--- config.mk ---
export PLATFORM = sky130hd
export DESIGN_NAME = pipe_ifid
export DESIGN_NICKNAME = d
export VERILOG_FILES = /design/src/rtl/pipe_ifid.sv
export SDC_FILE = /design/constraint.sdc
export NUM_CORES = 1
export LEC_CHECK = 0
export CORE_UTILIZATION = 35
export DETAILED_ROUTE_END_ITERATION = 7
export PLACE_DENSITY = 0.77
export SLEW_MARGIN = 10
export SYNTH_ARGS = -nofsm -noshare
export SYNTH_HDL_FRONTEND = slang
export SYNTH_SLANG_ARGS = --single-unit
--- constraint.sdc ---
create_clock -name clock -period 2.3 [get_ports clock]
set_clock_uncertainty 0.2 [all_clocks]
set_input_delay 0.46 -clock clock [delete_from_list [all_inputs] [get_ports clock]]
set_output_delay 0.46 -clock clock [all_outputs]
set_load 0.05 [all_outputs]
--- src/rtl/pipe_ifid.sv ---
// pipe_ifid: IF/ID pipeline register between fetch and decode.
// Ports: clock, clear (async active-high reset), enable (0 = stall), flush (bubble, beats enable),
//   instruction/pc/validIn from fetch; instructionOut/pcOut/validOut registered for decode,
//   pcPlus4Out = pcOut + PC_STEP (combinational, wraps), stallCount (stall-cycle counter).
// Optional: define PIPE_IFID_STALL_CNT_EN to build the saturating stall counter; otherwise stallCount is 0.
module pipe_ifid #(
    parameter int                    DATA_WIDTH = 32,
    parameter logic [DATA_WIDTH-1:0] NOP_INSTR  = '0,
    parameter int                    PC_STEP    = 4
) (
    input  logic                  clock,
    input  logic                  clear,
    input  logic                  enable,
    input  logic                  flush,
    input  logic [DATA_WIDTH-1:0] instruction,
    input  logic [DATA_WIDTH-1:0] pc,
    input  logic                  validIn,
    output logic [DATA_WIDTH-1:0] instructionOut,
    output logic [DATA_WIDTH-1:0] pcOut,
    output logic [DATA_WIDTH-1:0] pcPlus4Out,
    output logic                  validOut,
    output logic [15:0]           stallCount
);
    logic [DATA_WIDTH-1:0] instr_q, instr_d, pc_q, pc_d;
    logic                  valid_q, valid_d;

    always_comb begin
        instr_d = flush ? NOP_INSTR : enable ? instruction : instr_q;
        pc_d    = (flush || enable) ? pc : pc_q;
        valid_d = flush ? 1'b0 : enable ? validIn : valid_q;
    end

    always_ff @(posedge clock or posedge clear) begin
        if (clear) begin
            instr_q <= NOP_INSTR;
            pc_q    <= '0;
            valid_q <= 1'b0;
        end else begin
            instr_q <= instr_d;
            pc_q    <= pc_d;
            valid_q <= valid_d;
        end
    end

    assign instructionOut = instr_q;
    assign pcOut          = pc_q;
    assign validOut       = valid_q;
    assign pcPlus4Out     = pc_q + DATA_WIDTH'(PC_STEP);

`ifdef PIPE_IFID_STALL_CNT_EN
    logic [15:0] stall_q, stall_d;

    // Counts only stalls that hold a valid instruction; any load or flush restarts it.
    always_comb begin
        stall_d = (flush || enable) ? 16'h0000 :
                  (valid_q && stall_q != 16'hFFFF) ? stall_q + 16'h0001 : stall_q;
    end

    always_ff @(posedge clock or posedge clear) begin
        if (clear) stall_q <= 16'h0000;
        else       stall_q <= stall_d;
    end

    assign stallCount = stall_q;
`else
    assign stallCount = 16'h0000;
`endif
endmodule

Word level (Yosys, flattened, before mapping) --
Cells that the tools add are included.
Word-level totals: register bits after elaboration 65, bits of input ports 69, output and inout bits 113, logic and storage cells 10
Cells by class: $add $sub $neg 1, multiplexer cells 4, reduce and logical (&&, ||, !) cells 2
Operators with widths (count):
- $mux W32 | 2
- $add A32 B3 Y32 const B | 1
- $mux W1 | 2
- $reduce_bool A2 Y1 | 1
- $logic_or A1 B1 Y1 | 1

Logic depth before layout (Yosys ltp) --
depth in word-level cells 2, mapped depth 5, depth with buffers taken out 5

Least setup slack after synthesis --
No wires, ideal clock.
kind register to output, start register pc_q[2] (netlist: pcOut[2]), end output pcPlus4Out[18], arrival time 2.491 ns, data required time 1.640 ns, slack -0.851 ns, cell stages (with the launch flop) 6, buffers on the path 0, cell sequence dfrtp_1 > ha_1 > nand3_1 > nor4_4 > nand4_1 > xnor2_1
Between the ends: cells in the longest elaborated chain, start to end 1
RTL lines:
- start: declaration | RTL line 24 | logic [DATA_WIDTH-1:0] instr_q, instr_d, pc_q, pc_d;
- start signal: assignment | RTL line 40 | pc_q <= pc_d;
- $add A32 B3 Y32 | RTL line 48 | assign pcPlus4Out = pc_q + DATA_WIDTH'(PC_STEP);
- end: declaration | RTL line 20 | output logic [DATA_WIDTH-1:0] pcPlus4Out,
No other way between the ends.

Final worst setup path --
start register pc_q[2] (netlist: pcOut[2]), end output pcPlus4Out[24]
Same word-level chain as after synthesis.

==> impl_metrics.env <==
export IMPL_status="finished with violations"
export IMPL_violations="DRC, setup timing"
export IMPL_die_w_microns=98.0
export IMPL_fin_nets=562
export IMPL_synth_top_cell_area_share_pct=50.4
export IMPL_die_area_sq_mm=0.00960
export IMPL_drtPass1Iterations=6
export IMPL_finalMaxSlewViolations=0
export IMPL_yosysWarnings=0
export IMPL_path_buf_inv=2
export IMPL_antenna_cells=0
export IMPL_cellLeakagePower_nw=2.86
export IMPL_rows=34
export IMPL_grt_pass1_vias=3197
export IMPL_hold_viol_final=0
export IMPL_cts_buffers=9
export IMPL_cp_max_fo=8
export IMPL_drv_cap=0
export IMPL_yosys_register_bits=65
export IMPL_post_route_util_pct=73.0
export IMPL_netlist_area_sq_mm=0.00322
export IMPL_cts_hold_buffers=0
export IMPL_clock_latency_ns=0.34
export IMPL_gp_congestion=0.752
export IMPL_root_buffer="clkbuf_8"
export IMPL_clk_pin_slew_ns=0.08
export IMPL_ant_nets=0
export IMPL_synth_cell_types=25
export IMPL_finalSetupViolCount=25
export IMPL_path_cells="ha_4 > nand3_4 > nor4_4 > buf_6 > nand4_1 > xnor2_4 > buf_12"
export IMPL_relSlewSlack_pct=63.8
export IMPL_hpwl_microns=7020
export IMPL_multi_input_area_sq_mm=0.00207
export IMPL_worst_setup_path_end_kind="primary output"
export IMPL_grt_use_total_pct=20.9
export IMPL_io_buffer_count=165
export IMPL_hp_class="input port to async pin"
export IMPL_drive_gt1_share_pct=47.5
export IMPL_n_fill_cell=595
export IMPL_ios=182
export IMPL_crit_path_max_incr_delay_ns=0.41
export IMPL_synth_area_leader_cell="dfrtp_1"
export IMPL_grt_antenna_before_repair=0
export IMPL_synth_most_common_cell="dfrtp_1"
export IMPL_dp_slack_ns=-0.0405
export IMPL_syn_avg_cell_area_sq_um=11.7
export IMPL_synth_seq_area_share_pct=50.4
export IMPL_clock_path_buffers=2
export IMPL_stdcell_count=605
export IMPL_area_growth_syn_to_layout_pct=99.4
export IMPL_grt_max_degree=66
export IMPL_placed_cells=572
export IMPL_async_flop_share_pct=100
export IMPL_vias=2874
export IMPL_max_vdd_ir_drop_uv=358
export IMPL_synth_edf_count=0
export IMPL_cp_slowest_cell="dfrtp_2"
export IMPL_crit_required_ns=1.64
export IMPL_synthTopCellsByArea="dfrtp_1 (50%), mux2i_1 (10%), mux2_2 (9.4%)"
export IMPL_initial_core_util_pct=36.6
export IMPL_synthTopCellsByCount="dfrtp_1 (65), nor2_1 (40), mux2i_1 (33), mux2_2 (27), xnor2_1 (22)"
export IMPL_grt_overflow=0
export IMPL_crit_path_start_kind="flip-flop"
export IMPL_htreeDepth=3
export IMPL_worst_hold_slack_ns=0.299
export IMPL_fin_crit_sh_pct=116
export IMPL_crit_type="flip-flop to primary output"
export IMPL_cts_tree="yes"
export IMPL_drt_iter0_markers=55
export IMPL_clock_sinks=65
export IMPL_synth_ff_type="dfrtp_1"
export IMPL_drc=12
export IMPL_fin_tns_setup_ns=-5.61
export IMPL_crit_family="simple AND/OR/NAND/NOR gates"
export IMPL_grt_pass1_wl_microns=15700
export IMPL_finalWorstSetupSlack_ns=-0.373
export IMPL_worst_slew_pin_slew_ns=0.542
export IMPL_wl_microns=9930
export IMPL_syn_instance_count=275
export IMPL_fmax_ghz=0.374
export IMPL_rsz0062_at_grt="yes"
export IMPL_min_period_ns=2.67
export IMPL_crit_arrival_ns=2.01
export IMPL_power_density_mw_per_mm2=610
export IMPL_wl_per_cell_microns=16.4
export IMPL_regArea_sq_mm=0.00166
export IMPL_viasPerCell=4.75
export IMPL_die_h_microns=98.0
export IMPL_core_area_sq_mm=0.00881
[worst paths after layout]
check                      startpoint                  to  slack [ns]  cells after the start
max in group asynchronous       clear           pcOut[27]        1.30                      3
min in group clock           pcOut[1]            pcOut[1]        0.31                      1
setup / recovery             pcOut[2]      pcPlus4Out[24]       -0.37                      7
hold reg to reg              pcOut[1]            pcOut[1]        0.31                      1
hold / removal                  clear  instructionOut[14]        0.30                      3
setup reg to reg             pcOut[6]            pcOut[6]        0.99                      3
[tightest hold or removal path: stages]
cell and delay (ns):
clkdlybuf4s50_1 0.41, inv_2 0.07, buf_12 0.30
[power by group]
part,internal [W],total [W],switching [W]
combinational,0.000643,0.00153,0.000884
clock,0.000644,0.00111,0.000462
sequential,0.00123,0.00129,0.0000604
[logic make-up after synthesis]
logic type                 count (synthesis)  share of synthesized area [%]
xor gates and xnor gates                  28                           7.61
DFF                                       65                           50.4
adders and majority gates                  1                          0.388
and+or+nand+nor                           82                           13.9
muxes                                     65                           21.4
other                                      1                          0.116
buffers and inverters                     33                           6.17
[area by class of cell]
cell class,instances,area share (%)
clock buffers,10,2.14
clock inverters,6,1.40
inverters,3,0.175
multi-input cells,192,32.1
flip-flops and latches,65,25.8
well taps,108,2.10
repair buffers,221,36.2
[routing by layer]
layer,vias to the layer above,part of all wire [%],global-route usage [%]
met1,1398,36,23.2
met3,15,8.3,7.66
met5,-,0,0
li1,1339,-,-
met4,0,1.8,6.18
met2,122,54,37.4
[through the flow]
step           cell area [sq um]  power, W
2_1_floorplan               3740   0.00220
3_3_place_gp                5870   0.00278
3_5_place_dp                5870   0.00280
4_1_cts                     6330   0.00394
5_1_grt                     6430   0.00407
6_report                    6430   0.00392
[timing repair]
action | 4_1_cts | 5_1_grt
endpoints found under the setup margin | 32 | 26
buffers inserted | 13 | 5
pin swaps | 23 | 13
resized for setup | 40 | 14
[cells in the final DEF (no fill, tap or decap), drive strengths merged, types with 3 or more instances in the layout]
| cell type | count |
|---|---|
| dlygate4sd2 | 8 |
| nor4 | 3 |
| nor2 | 40 |
| and4 | 3 |
| dfrtp | 65 |
| nand3 | 12 |
| conb | 16 |
| xor2 | 6 |
| xnor2 | 22 |
| clkbuf | 10 |
| buf | 109 |
| inv | 4 |
| and3 | 3 |
| mux2 | 32 |
| nand2 | 9 |
| clkdlybuf4s50 | 104 |
| mux2i | 33 |
| nand4 | 11 |
[sequential cells by signal, summed over array words and instances, names as in the netlist]
register	count
instructionOut	32
pcOut	32
validOut	1
No activity file was read; power rests on OpenSTA's default activity.
